**src/rtl/immgen_pkg.sv**
```systemverilog
// Shared constants, field positions and types for the RV32I immediate
// generator. Optional build feature: IMMGEN_ALIGN_CHECK_EN (see top level).
package immgen_pkg;

  localparam int XLEN    = 32;
  localparam int IMM_I_W = 12;
  localparam int IMM_S_W = 12;
  localparam int IMM_B_W = 13;
  localparam int IMM_J_W = 21;

  // Instruction field bit positions shared by several formats.
  localparam int SIGN_BIT  = 31;  // sign of every signed immediate
  localparam int I_LSB     = 20;  // I: inst[31:20]
  localparam int S_HI_LSB  = 25;  // S/B: inst[31:25] or inst[30:25]
  localparam int S_HI_MSB  = 30;
  localparam int S_LO_MSB  = 11;  // S: inst[11:7]
  localparam int S_LO_LSB  = 7;
  localparam int B_B11_BIT = 7;   // B: imm[11] lives in inst[7]
  localparam int B_LO_LSB  = 8;   // B: imm[4:1] = inst[11:8]
  localparam int U_LSB     = 12;  // U: inst[31:12]
  localparam int J_MID_MSB = 19;  // J: imm[19:12] = inst[19:12]
  localparam int J_MID_LSB = 12;
  localparam int J_B11_BIT = 20;  // J: imm[11] lives in inst[20]
  localparam int J_LO_MSB  = 30;  // J: imm[10:1] = inst[30:21]
  localparam int J_LO_LSB  = 21;

  typedef logic [XLEN-1:0] word_t;

  // The five sign-extended raw immediates decoded from one instruction.
  typedef struct packed {
    word_t imm_i;
    word_t imm_s;
    word_t imm_b;
    word_t imm_u;
    word_t imm_j;
  } imm_set_t;

endpackage

```
**src/rtl/imm_decode.sv**
```systemverilog
// Purely combinational RV32I immediate extraction: all five formats decoded
// in parallel, opcode-agnostic, each sign- or zero-filled to XLEN.
module imm_decode
  import immgen_pkg::*;
(
  input  logic [XLEN-1:0] instruction,
  output imm_set_t        imm
);

  logic sign;
  logic unused_opcode;

  assign sign = instruction[SIGN_BIT];

  // The opcode bits never contribute to any immediate.
  assign unused_opcode = ^instruction[6:0];

  // Field gathering and sign extension for each format.
  always_comb begin
    imm       = '0;
    imm.imm_i = {{(XLEN-IMM_I_W){sign}}, instruction[SIGN_BIT:I_LSB]};
    imm.imm_s = {{(XLEN-IMM_S_W){sign}}, instruction[SIGN_BIT:S_HI_LSB],
                 instruction[S_LO_MSB:S_LO_LSB]};
    imm.imm_b = {{(XLEN-IMM_B_W){sign}}, sign, instruction[B_B11_BIT],
                 instruction[S_HI_MSB:S_HI_LSB],
                 instruction[S_LO_MSB:B_LO_LSB], 1'b0};
    imm.imm_u = {instruction[SIGN_BIT:U_LSB], {U_LSB{1'b0}}};
    imm.imm_j = {{(XLEN-IMM_J_W){sign}}, sign,
                 instruction[J_MID_MSB:J_MID_LSB], instruction[J_B11_BIT],
                 instruction[J_LO_MSB:J_LO_LSB], 1'b0};
  end

endmodule

```
**src/rtl/immediate_generator.sv**
```systemverilog
// Registered RV32I immediate / branch-jump target stage. Decodes all five
// immediate formats, forms PC-relative targets for branches and jumps with
// silent 32-bit wrap, and presents every result one clock later.
// Optional: define IMMGEN_ALIGN_CHECK_EN to add the registered
// target_misaligned flag (bit 1 of either target set).
module immediate_generator
  import immgen_pkg::*;
(
  input  logic            clk,
  input  logic            rst,
  input  logic [XLEN-1:0] instruction_memory_data,
  input  logic [XLEN-1:0] program_counter,
  output logic [XLEN-1:0] i_type,
  output logic [XLEN-1:0] s_type,
  output logic [XLEN-1:0] sb_type,
  output logic [XLEN-1:0] u_type,
  output logic [XLEN-1:0] uj_type
`ifdef IMMGEN_ALIGN_CHECK_EN
  ,
  output logic            target_misaligned
`endif
);

  imm_set_t imm;
  word_t    sb_next;
  word_t    uj_next;

  imm_decode u_imm_decode (
    .instruction (instruction_memory_data),
    .imm         (imm)
  );

  // Carry-out of the target adders is dropped, so targets wrap modulo 2^32.
  assign sb_next = program_counter + imm.imm_b;
  assign uj_next = program_counter + imm.imm_j;

  // Output register bank: loads every cycle, cleared asynchronously by rst.
  // NOTE: sequential state uses non-blocking assignments so every register
  // samples pre-edge values; the async reset clears outputs without a clock.
  always_ff @(posedge clk or posedge rst) begin
    if (rst) begin
      i_type  <= '0;
      s_type  <= '0;
      sb_type <= '0;
      u_type  <= '0;
      uj_type <= '0;
    end else begin
      i_type  <= imm.imm_i;
      s_type  <= imm.imm_s;
      sb_type <= sb_next;
      u_type  <= imm.imm_u;
      uj_type <= uj_next;
    end
  end

`ifdef IMMGEN_ALIGN_CHECK_EN
  logic misaligned_next;

  // A target is misaligned when it is not a multiple of four bytes.
  assign misaligned_next = sb_next[1] | uj_next[1];

  // Flag register, same latency and reset behaviour as the targets.
  always_ff @(posedge clk or posedge rst) begin
    if (rst) target_misaligned <= 1'b0;
    else     target_misaligned <= misaligned_next;
  end
`endif

endmodule

```
**config.mk**
```make
export PLATFORM = sky130hd
export DESIGN_NAME = immediate_generator
export DESIGN_NICKNAME = d
export VERILOG_FILES = /design/src/rtl/immgen_pkg.sv /design/src/rtl/imm_decode.sv /design/src/rtl/immediate_generator.sv
export SDC_FILE = /design/constraint.sdc
export NUM_CORES = 1
export LEC_CHECK = 0
export CORE_MARGIN = 2
export CORE_UTILIZATION = 43
export DETAILED_ROUTE_END_ITERATION = 10
export GPL_ROUTABILITY_DRIVEN = 0
export HOLD_SLACK_MARGIN = 0.05
export PLACE_DENSITY = 0.82
export SLEW_MARGIN = 20
export SYNTH_ARGS = -nofsm -noshare
export SYNTH_HDL_FRONTEND = slang
export SYNTH_SLANG_ARGS = --single-unit
```
**constraint.sdc**
```tcl
create_clock -name clk -period 3.7 [get_ports clk]
set_input_delay 0.74 -clock clk [delete_from_list [all_inputs] [get_ports clk]]
set_output_delay 0.74 -clock clk [all_outputs]
set_load 0.01 [all_outputs]
```
==> results by group, run 1 <==
Routing
  • Via count: 4365
  • Total detailed-routing wirelength: 13.75 mm
  • Drt initial violations: 224
  • Wire per inst: 15.86 um
  • First-pass iteration count of the detailed router: 4
  • Vias per cell: 5.035
  • Remaining antenna violation count after routing: 0
  • Residual DRC: 0

Worst setup path
  • Timing endpoint of the critical path: uj_type[30]$_DFF_PP0_
  • Critical Path Source: instruction_memory_data[31]
  • Arrival time at the worst endpoint: 3.68 ns
  • Setup Crit Path Kind: primary input to flop
  • Worst endpoint required time: 3.93 ns
  • Startpoint class of the critical path: primary input
  • Maximum net fanout on the critical path: 5
  • Endpoint type of the worst setup path: flop

Pwr
  • Areal power density over the cells: 434.4 nW/um^2
  • IR drop worst, VDD: 0.2611 mV
  • Total leakage power: 3.269 nW

Logic synthesis
  • Number of unique standard cell types used by synthesis: 57
  • Share of the yosys chip area belonging to registers: 41.10%
  • FF+latch count, synth: 88
  • Proportion of synthesized flip-flops having asynchronous set or reset: 100.0%
  • Syn_area_per_cell: 10.05 um^2
  • Ys Warns: 0
  • Combined area of all synthesized cells: 5358 um^2
  • Dominant register cell in the synthesized netlist: sky130_fd_sc_hd__dfrtp_1
  • Count of flip-flops with a built-in enable after synthesis: 0
  • Number of cells produced by synthesis: 533

Global routing
  • Number of global-route vias before repair: 4324
  • First-pass GRT wire length: 21.22 mm
  • Largest net degree at the start of global routing: 48
  • Global router's overall resource usage: 20.36%
  • Number of antenna violations at the first check in global routing: 0
  • Grt ovf: 0

Timing
  • Unrepaired setup endpoints after global routing: no
  • Final count of pins violating max slew: 0
  • Final Setup Violations: 0
  • Smallest hold slack: 0.8218 ns
  • Worst Max-Slew Pin Slew: 0.7506 ns
  • FMAX: 0.2901 GHz
  • Setup tns final: 0 ns
  • Portion of the clock cycle consumed by the worst path in the final layout: 93.17%
  • Worst slew slack as a fraction of its limit: 49.96%
  • Final Hold Fails: 0
  • Final critical path time including I/O delays and setup: 3.447 ns

Die
  • Y dimension of the die: 115.6 um
  • Initial core utilization: 44.24%
  • Row count: 40
  • Die outline width: 115.6 um
  • Core region area: 12110 um^2
  • DIE AREA: 13370 um^2
  • Top Ports: 226

Cells and area
  • Fraction of layout cells with a size suffix above 1: 7.153%
  • Area growth from synthesis to final layout: 40.94%
  • Most common cell after layout, fill and taps aside: sky130_fd_sc_hd__clkdlybuf4s50_1
  • Most frequent cells in the layout: sky130_fd_sc_hd__clkdlybuf4s50_1, sky130_fd_sc_hd__dfrtp_1, sky130_fd_sc_hd__a21oi_1, sky130_fd_sc_hd__ha_1, sky130_fd_sc_hd__xnor2_1
  • Fill cell count: 983
  • Nets: 805
  • Final antenna diode count: 0

Run status
  • Outcome: complete, no violations

Clock tree
  • Cell chosen for the clock root: sky130_fd_sc_hd__clkbuf_16
  • Clock transition at the registers of the reported paths: 0.06 ns
  • Total CTS buffers: 9
  • Bufs on Longest Clock Path: 2
  • Quantity of gates resized following cts: 0
  • Maximum level of the CTS H-tree: 3
  • Post-CTS Setup Bufs: 0
  • Clock Sinks: 88
  • CTS Hold Buffers Added: 0
  • TritonCTS clock tree: done

Placed design
  • Port Buffer Count: 206
  • Estimated wirelength of the detail-placed design: 10.73 mm

Min path
  • Path type of the worst min-delay path: primary input to async pin

Job
  • Max Cap Violations: 0
-- Yosys cell counts, types with 2 or more instances --
library cell,instances,share of area (%)
sky130_fd_sc_hd__nor2_1,29,2.0
sky130_fd_sc_hd__inv_1,15,1.1
sky130_fd_sc_hd__dfrtp_1,88,41
sky130_fd_sc_hd__buf_2,6,0.56
sky130_fd_sc_hd__clkbuf_1,11,0.77
sky130_fd_sc_hd__o21bai_1,14,2.0
sky130_fd_sc_hd__nand2b_1,2,0.23
sky130_fd_sc_hd__o21ai_1,9,0.84
sky130_fd_sc_hd__a21o_1,20,2.8
sky130_fd_sc_hd__fa_1,2,0.75
sky130_fd_sc_hd__buf_4,72,10
sky130_fd_sc_hd__o21ai_0,5,0.47
sky130_fd_sc_hd__a31oi_1,5,0.58
sky130_fd_sc_hd__or3_1,4,0.47
sky130_fd_sc_hd__o21ai_2,2,0.33
sky130_fd_sc_hd__nand3_1,4,0.37
sky130_fd_sc_hd__nand4_1,7,0.82
sky130_fd_sc_hd__nor2b_1,4,0.47
sky130_fd_sc_hd__xnor2_1,42,6.9
sky130_fd_sc_hd__xor2_1,12,2.0
sky130_fd_sc_hd__a21oi_2,2,0.33
sky130_fd_sc_hd__o21a_1,3,0.42
sky130_fd_sc_hd__a21oi_1,53,5.0
sky130_fd_sc_hd__a211oi_1,4,0.56
sky130_fd_sc_hd__mux2_1,2,0.42
sky130_fd_sc_hd__o211ai_1,3,0.42
sky130_fd_sc_hd__nor3_1,7,0.65
sky130_fd_sc_hd__nand2_1,34,2.4
sky130_fd_sc_hd__ha_1,43,10
sky130_fd_sc_hd__o31ai_1,2,0.28
-- critical path: stages --
cell and delay (ns):
sky130_fd_sc_hd__clkdlybuf4s50_1 0.61, sky130_fd_sc_hd__buf_4 0.25, sky130_fd_sc_hd__ha_1 0.38, sky130_fd_sc_hd__inv_1 0.15
sky130_fd_sc_hd__o21bai_1 0.15, sky130_fd_sc_hd__a21o_1 0.21, sky130_fd_sc_hd__a21o_1 0.17, sky130_fd_sc_hd__a221oi_1 0.40
sky130_fd_sc_hd__mux2_1 0.37, sky130_fd_sc_hd__a311oi_1 0.24
-- per-layer routing --
metal	up-vias	GRT usage [%]	wire [um]
li1	2099	-	-
met5	-	0	0
met4	0	9.286	403
met2	197	36.88	7016
met1	2035	23.32	5423
met3	34	3.713	903
-- area by class of cell --
class	instances	area, um^2	share of cell area [%]
sequential	88	2203	29.18
clock buffer	10	239.0	3.165
clock inverter	6	72.57	0.9611
timing repair buffer	228	2240	29.66
tap	168	210.2	2.784
inverter	15	57.56	0.7622
multi-input combinational	352	2529	33.49
-- through the flow --
step                cell area (um^2)  utilization, %  total power, mW  worst slack, ns  std cells
CTS                             7550           62.33            3.306           0.3028        867
floorplan                       5399               -            1.789           0.6814        544
global route                    7551           62.34            3.440           0.1271        867
global placement                7238           59.76            2.322          0.07066        851
finish                          7551           62.34            3.280           0.2527        867
detailed placement              7238           59.76            2.343         -0.02774        851
-- worst min path at each step --
stage	cells after the start	startpoint	end
after floorplan	0	instruction_memory_data[20]	i_type[0]$_DFF_PP0_
after global placement	1	program_counter[0]	sb_type[0]$_DFF_PP0_
after detailed placement	1	program_counter[0]	sb_type[0]$_DFF_PP0_
after CTS	1	program_counter[0]	sb_type[0]$_DFF_PP0_
after global routing	1	program_counter[0]	sb_type[0]$_DFF_PP0_
final	2	rst	sb_type[0]$_DFF_PP0_
-- state kept, by name (all words and copies together) (netlist names) --
name     flops
uj_type     31
sb_type     32
s_type      11
u_type       9
i_type       5
-- report_power, final --
| group | internal (mW) | total (mW) | switching [mW] |
|---|---|---|---|
| Clock | 0.553 | 0.947 | 0.394 |
| Combinational | 0.621 | 1.16 | 0.543 |
| Sequential | 1.12 | 1.17 | 0.0514 |
-- kinds of logic after synthesis --
family | count (synthesis) | share of synthesized area, %
AOI/OAI and AO/OA | 139 | 17.66
xor gates and xnor gates | 54 | 8.828
adders and majority gates | 45 | 10.79
buffers and inverters | 104 | 12.47
DFF | 88 | 41.10
muxes | 2 | 0.4203
other | 1 | 0.06999
and+or+nand+nor | 100 | 8.664
No activity file was read; power rests on OpenSTA's default activity.
==> inputs of run 2 (changes only) <==
--- a/config.mk
+++ b/config.mk
@@ -6,12 +6,12 @@
 export NUM_CORES = 1
 export LEC_CHECK = 0
 export CORE_MARGIN = 2
-export CORE_UTILIZATION = 43
+export CORE_UTILIZATION = 46
 export DETAILED_ROUTE_END_ITERATION = 10
 export GPL_ROUTABILITY_DRIVEN = 0
-export HOLD_SLACK_MARGIN = 0.05
-export PLACE_DENSITY = 0.82
+export PLACE_DENSITY = 0.78
 export SLEW_MARGIN = 20
 export SYNTH_ARGS = -nofsm -noshare
 export SYNTH_HDL_FRONTEND = slang
+export SYNTH_HIERARCHICAL = 1
 export SYNTH_SLANG_ARGS = --single-unit
==> run 2 against run 1 <==
  * Routed wire length up 30%
  * Area after synthesis up 57%
  * Non-clock buffer count unchanged
  * Hold slack worse by 0.045 ns
  * Core utilization fell by 4.5 points
  * Total power is 56% higher
  * Critical path depth unchanged
  * Setup slack improved by 0.30 ns
  * Synthesized cell count increased by 43%
  * Sequential cell count increased by 72
  * Clock-buffer cell count is 8 higher
  * Die area increased by 45%
  * Critical endpoint is now uj_type[31]$_DFF_PP0_
  * Largest cell class is now sequential cells
  * Largest power group unchanged
==> results by group, run 2 <==
Die
  • Initial core utilization: 46.78% (was 44.24%)
  • Core region area: 17960 um^2 (was 12110 um^2)
  • Die outline width: 139.2 um (was 115.6 um)
  • DIE AREA: 19360 um^2 (was 13370 um^2)
  • Top Ports: 226 (unchanged)
  • Y dimension of the die: 139.2 um (was 115.6 um)
  • Row count: 49 (was 40)

Job
  • Max Cap Violations: 0 (unchanged)

Cells and area
  • Most frequent cells in the layout: sky130_fd_sc_hd__clkdlybuf4s50_1, sky130_fd_sc_hd__dfrtp_1, sky130_fd_sc_hd__ha_1, sky130_fd_sc_hd__a21oi_1, sky130_fd_sc_hd__xnor2_1 (was sky130_fd_sc_hd__clkdlybuf4s50_1, sky130_fd_sc_hd__dfrtp_1, sky130_fd_sc_hd__a21oi_1, sky130_fd_sc_hd__ha_1, sky130_fd_sc_hd__xnor2_1)
  • Most common cell after layout, fill and taps aside: sky130_fd_sc_hd__clkdlybuf4s50_1 (unchanged)
  • Area used by sequential logic in the layout: 4004 um^2 (was 2203 um^2)
  • Fraction of layout cells with a size suffix above 1: 6.904% (was 7.153%)
  • Area growth from synthesis to final layout: 23.75% (was 40.94%)
  • Nets: 986 (was 805)
  • Final standard cell utilization of the core: 57.89% (was 62.34%)
  • Final antenna diode count: 0 (unchanged)
  • Fill cell count: 1515 (was 983)
  • Area used by multi-input combinational logic: 3161 um^2 (was 2529 um^2)

Pwr
  • Areal power density over the cells: 491.7 nW/um^2 (was 434.4 nW/um^2)
  • IR drop worst, VDD: 0.3169 mV (was 0.2611 mV)
  • Total leakage power: 4.527 nW (was 3.269 nW)

Clock tree
  • Quantity of gates resized following cts: 0 (unchanged)
  • Post-CTS Setup Bufs: 0 (unchanged)
  • Total CTS buffers: 17 (was 9)
  • Clock Sinks: 160 (was 88)
  • TritonCTS clock tree: done (unchanged)
  • Bufs on Longest Clock Path: 2 (unchanged)
  • Clock transition at the registers of the reported paths: 0.07 ns (was 0.06 ns)
  • Maximum level of the CTS H-tree: 4 (was 3)
  • CTS Hold Buffers Added: 0 (unchanged)
  • Cell chosen for the clock root: sky130_fd_sc_hd__clkbuf_16 (unchanged)

Global routing
  • Number of global-route vias before repair: 5454 (was 4324)
  • Grt ovf: 0 (unchanged)
  • Number of antenna violations at the first check in global routing: 0 (unchanged)
  • Largest net degree at the start of global routing: 102 (was 48)
  • First-pass GRT wire length: 28.52 mm (was 21.22 mm)
  • Global router's overall resource usage: 18.73% (was 20.36%)

Logic synthesis
  • Fraction of synthesized cell area taken by the top area cell type: 47.65% (was 41.10%)
  • Syn_area_per_cell: 11.04 um^2 (was 10.05 um^2)
  • Count of flip-flops with a built-in enable after synthesis: 0 (unchanged)
  • Number of cells produced by synthesis: 761 (was 533)
  • Post-synth top area cell: sky130_fd_sc_hd__dfrtp_1 (unchanged)
  • Fraction of the mapped netlist area in compound gates: 14.41% (was 17.66%)
  • Cell types with the largest area share after synthesis: sky130_fd_sc_hd__dfrtp_1, sky130_fd_sc_hd__buf_4, sky130_fd_sc_hd__ha_1 (unchanged)
  • Post-Synth Adder-Cell Area: 9.708% (was 10.79%)
  • Most instantiated cells after synthesis: sky130_fd_sc_hd__buf_4, sky130_fd_sc_hd__dfrtp_1, sky130_fd_sc_hd__ha_1 (was sky130_fd_sc_hd__dfrtp_1, sky130_fd_sc_hd__buf_4, sky130_fd_sc_hd__a21oi_1)
  • Combinational family with the most area after synthesis: buffers and inverters (was compound AO/OA/AOI/OAI gates)
  • FF+latch count, synth: 160 (was 88)
  • Combined area of all synthesized cells: 8403 um^2 (was 5358 um^2)
  • Simple-gate portion of the synthesized area: 6.388% (was 8.664%)
  • Ys Warns: 6 (was 0)
  • Multiplexer share of the synthesized area: 0.1191% (was 0.4204%)
  • Number of unique standard cell types used by synthesis: 54 (was 57)
  • Most frequent cell after synthesis: sky130_fd_sc_hd__buf_4 (was sky130_fd_sc_hd__dfrtp_1)
  • Post-synthesis share of cell area spent on xor and xnor gates: 6.358% (was 8.828%)
  • Proportion of synthesized flip-flops having asynchronous set or reset: 100.0% (unchanged)
  • Dominant register cell in the synthesized netlist: sky130_fd_sc_hd__dfrtp_1 (unchanged)
  • Share of the yosys chip area belonging to registers: 47.65% (was 41.10%)

Routing
  • Remaining antenna violation count after routing: 0 (unchanged)
  • Residual DRC: 0 (unchanged)
  • Total detailed-routing wirelength: 17.84 mm (was 13.75 mm)
  • Via count: 5546 (was 4365)
  • Wire per inst: 16.25 um (was 15.86 um)
  • Drt initial violations: 360 (was 224)
  • First-pass iteration count of the detailed router: 4 (unchanged)
  • Vias per cell: 5.051 (was 5.035)

Worst setup path
  • Maximum cell stage delay along the critical path: 0.53 ns (was 0.61 ns)
  • Setup Crit Path Kind: primary input to flop (unchanged)
  • Worst path bufs/invs: 1 (was 3)
  • Startpoint class of the critical path: primary input (unchanged)
  • Critical Path Source: instruction_memory_data[30] (was instruction_memory_data[31])
  • Depth of the critical timing path with buffers and inverters included: 10 (unchanged)
  • Max stage delay cell, worst path: sky130_fd_sc_hd__clkdlybuf4s50_1 (unchanged)
  • CP Cell Sequence: clkdlybuf4s50_1 -> ha_1 -> and3_1 -> o211ai_1 -> o21bai_1 -> a21oi_1 -> a31oi_1 -> o31a_2 -> mux2i_1 -> a221oi_1 (was clkdlybuf4s50_1 -> buf_4 -> ha_1 -> inv_1 -> o21bai_1 -> a21o_1 -> a21o_1 -> a221oi_1 -> mux2_1 -> a311oi_1)
  • Endpoint type of the worst setup path: flop (unchanged)
  • Timing endpoint of the critical path: uj_type[31]$_DFF_PP0_ (was uj_type[30]$_DFF_PP0_)
  • Worst endpoint required time: 4.02 ns (was 3.93 ns)
  • Largest delay share family, worst path: compound AO/OA/AOI/OAI gates (unchanged)
  • Arrival time at the worst endpoint: 3.46 ns (was 3.68 ns)
  • Maximum net fanout on the critical path: 7 (was 5)

Placed design
  • Estimated wirelength of the detail-placed design: 13.51 mm (was 10.73 mm)
  • Port Buffer Count: 218 (was 206)

Timing
  • Portion of the clock cycle consumed by the worst path in the final layout: 84.94% (was 93.17%)
  • Final Hold Fails: 0 (unchanged)
  • Final Setup Violations: 0 (unchanged)
  • Worst Max-Slew Pin Slew: 0.5234 ns (was 0.7506 ns)
  • Final critical path time including I/O delays and setup: 3.143 ns (was 3.447 ns)
  • Setup tns final: 0 ns (unchanged)
  • Final count of pins violating max slew: 0 (unchanged)
  • Worst slew slack as a fraction of its limit: 64.74% (was 49.96%)
  • Unrepaired setup endpoints after global routing: no (unchanged)
  • FMAX: 0.3182 GHz (was 0.2901 GHz)

Min path
  • Path type of the worst min-delay path: primary input to async pin (unchanged)

Run status
  • Outcome: complete, no violations (unchanged)
run 2: cell count changes after synthesis, sizes merged, moves of 8 or more:
cell    delta
a21oi      +8
buf       +85
clkbuf     -9
dfrtp     +72
ha        +19
nand3     +11
o21ai      +9
run 2: kinds of logic (layout without fill, tap and decap cells):
kind of cell / count (synthesis) / count (layout)
XOR/XNOR: 61 / 61
AO/OA/AOI/OAI: 177 / 177
buffers and inverters: 180 / 275
multiplexers: 1 / 1
other: 1 / 14
AND/OR/NAND/NOR: 117 / 117
flip-flops: 160 / 160
adder cells (fa/ha/maj): 64 / 64
run 2: layer usage:
| metal | vias to the layer above | track usage [%] | wire (um) |
|---|---|---|---|
| met2 | 194 | 30.33 | 8622 |
| met1 | 2650 | 24.60 | 7888 |
| met5 | - | 0 | 0 |
| met3 | 25 | 4.247 | 907 |
| li1 | 2677 | - | - |
| met4 | 0 | 7.390 | 422 |
run 2: area by class of cell:
cell class / instances / share of cell area (%)
clock buffer: 18 / 4.223
clock inverter: 14 / 1.648
inverter: 15 / 0.5775
multi-input combinational: 434 / 30.39
sequential: 160 / 38.50
tap: 229 / 2.755
timing repair buffer: 228 / 21.90
run 2: worst min-delay path, cell delays in order:
cell and delay (ns):
sky130_fd_sc_hd__clkdlybuf4s50_1 0.44, sky130_fd_sc_hd__clkinvlp_4 0.13, sky130_fd_sc_hd__buf_12 0.27
run 2: stage by stage:
step | hold slack, ns | cells | setup slack, ns | area [um^2] | total power [mW]
floorplan | 0.8488 | 774 | 0.8690 | 8456 | 2.797
global placement | 1.220 | 1066 | 0.2034 | 9788 | 3.324
detailed placement | 1.235 | 1066 | 0.1719 | 9788 | 3.343
CTS | 0.7866 | 1098 | 0.5905 | 10400 | 5.173
global route | 0.7905 | 1098 | 0.3762 | 10400 | 5.356
finish | 0.7763 | 1098 | 0.5573 | 10400 | 5.113
run 2: how the worst min path moves through the flow:
stage / from / to / slack [ns] / cells after the start
global route: instruction_memory_data[11] / s_type[4]$_DFF_PP0_ / 0.79 / 1
detailed placement: instruction_memory_data[11] / s_type[4]$_DFF_PP0_ / 1.23 / 1
CTS: rst / u_type[11]$_DFF_PP0_ / 0.79 / 3
global placement: rst / u_type[11]$_DFF_PP0_ / 1.22 / 3
floorplan: instruction_memory_data[20] / i_type[0]$_DFF_PP0_ / 0.85 / 1
finish: rst / u_type[11]$_DFF_PP0_ / 0.78 / 3
run 2: where the power goes:
part	leakage (nW)	internal, mW	switching [mW]
Sequential	1.86	1.95	0.0532
Combinational	2.37	0.670	0.638
Clock	0.295	1.04	0.764
Total	4.53	3.66	1.46
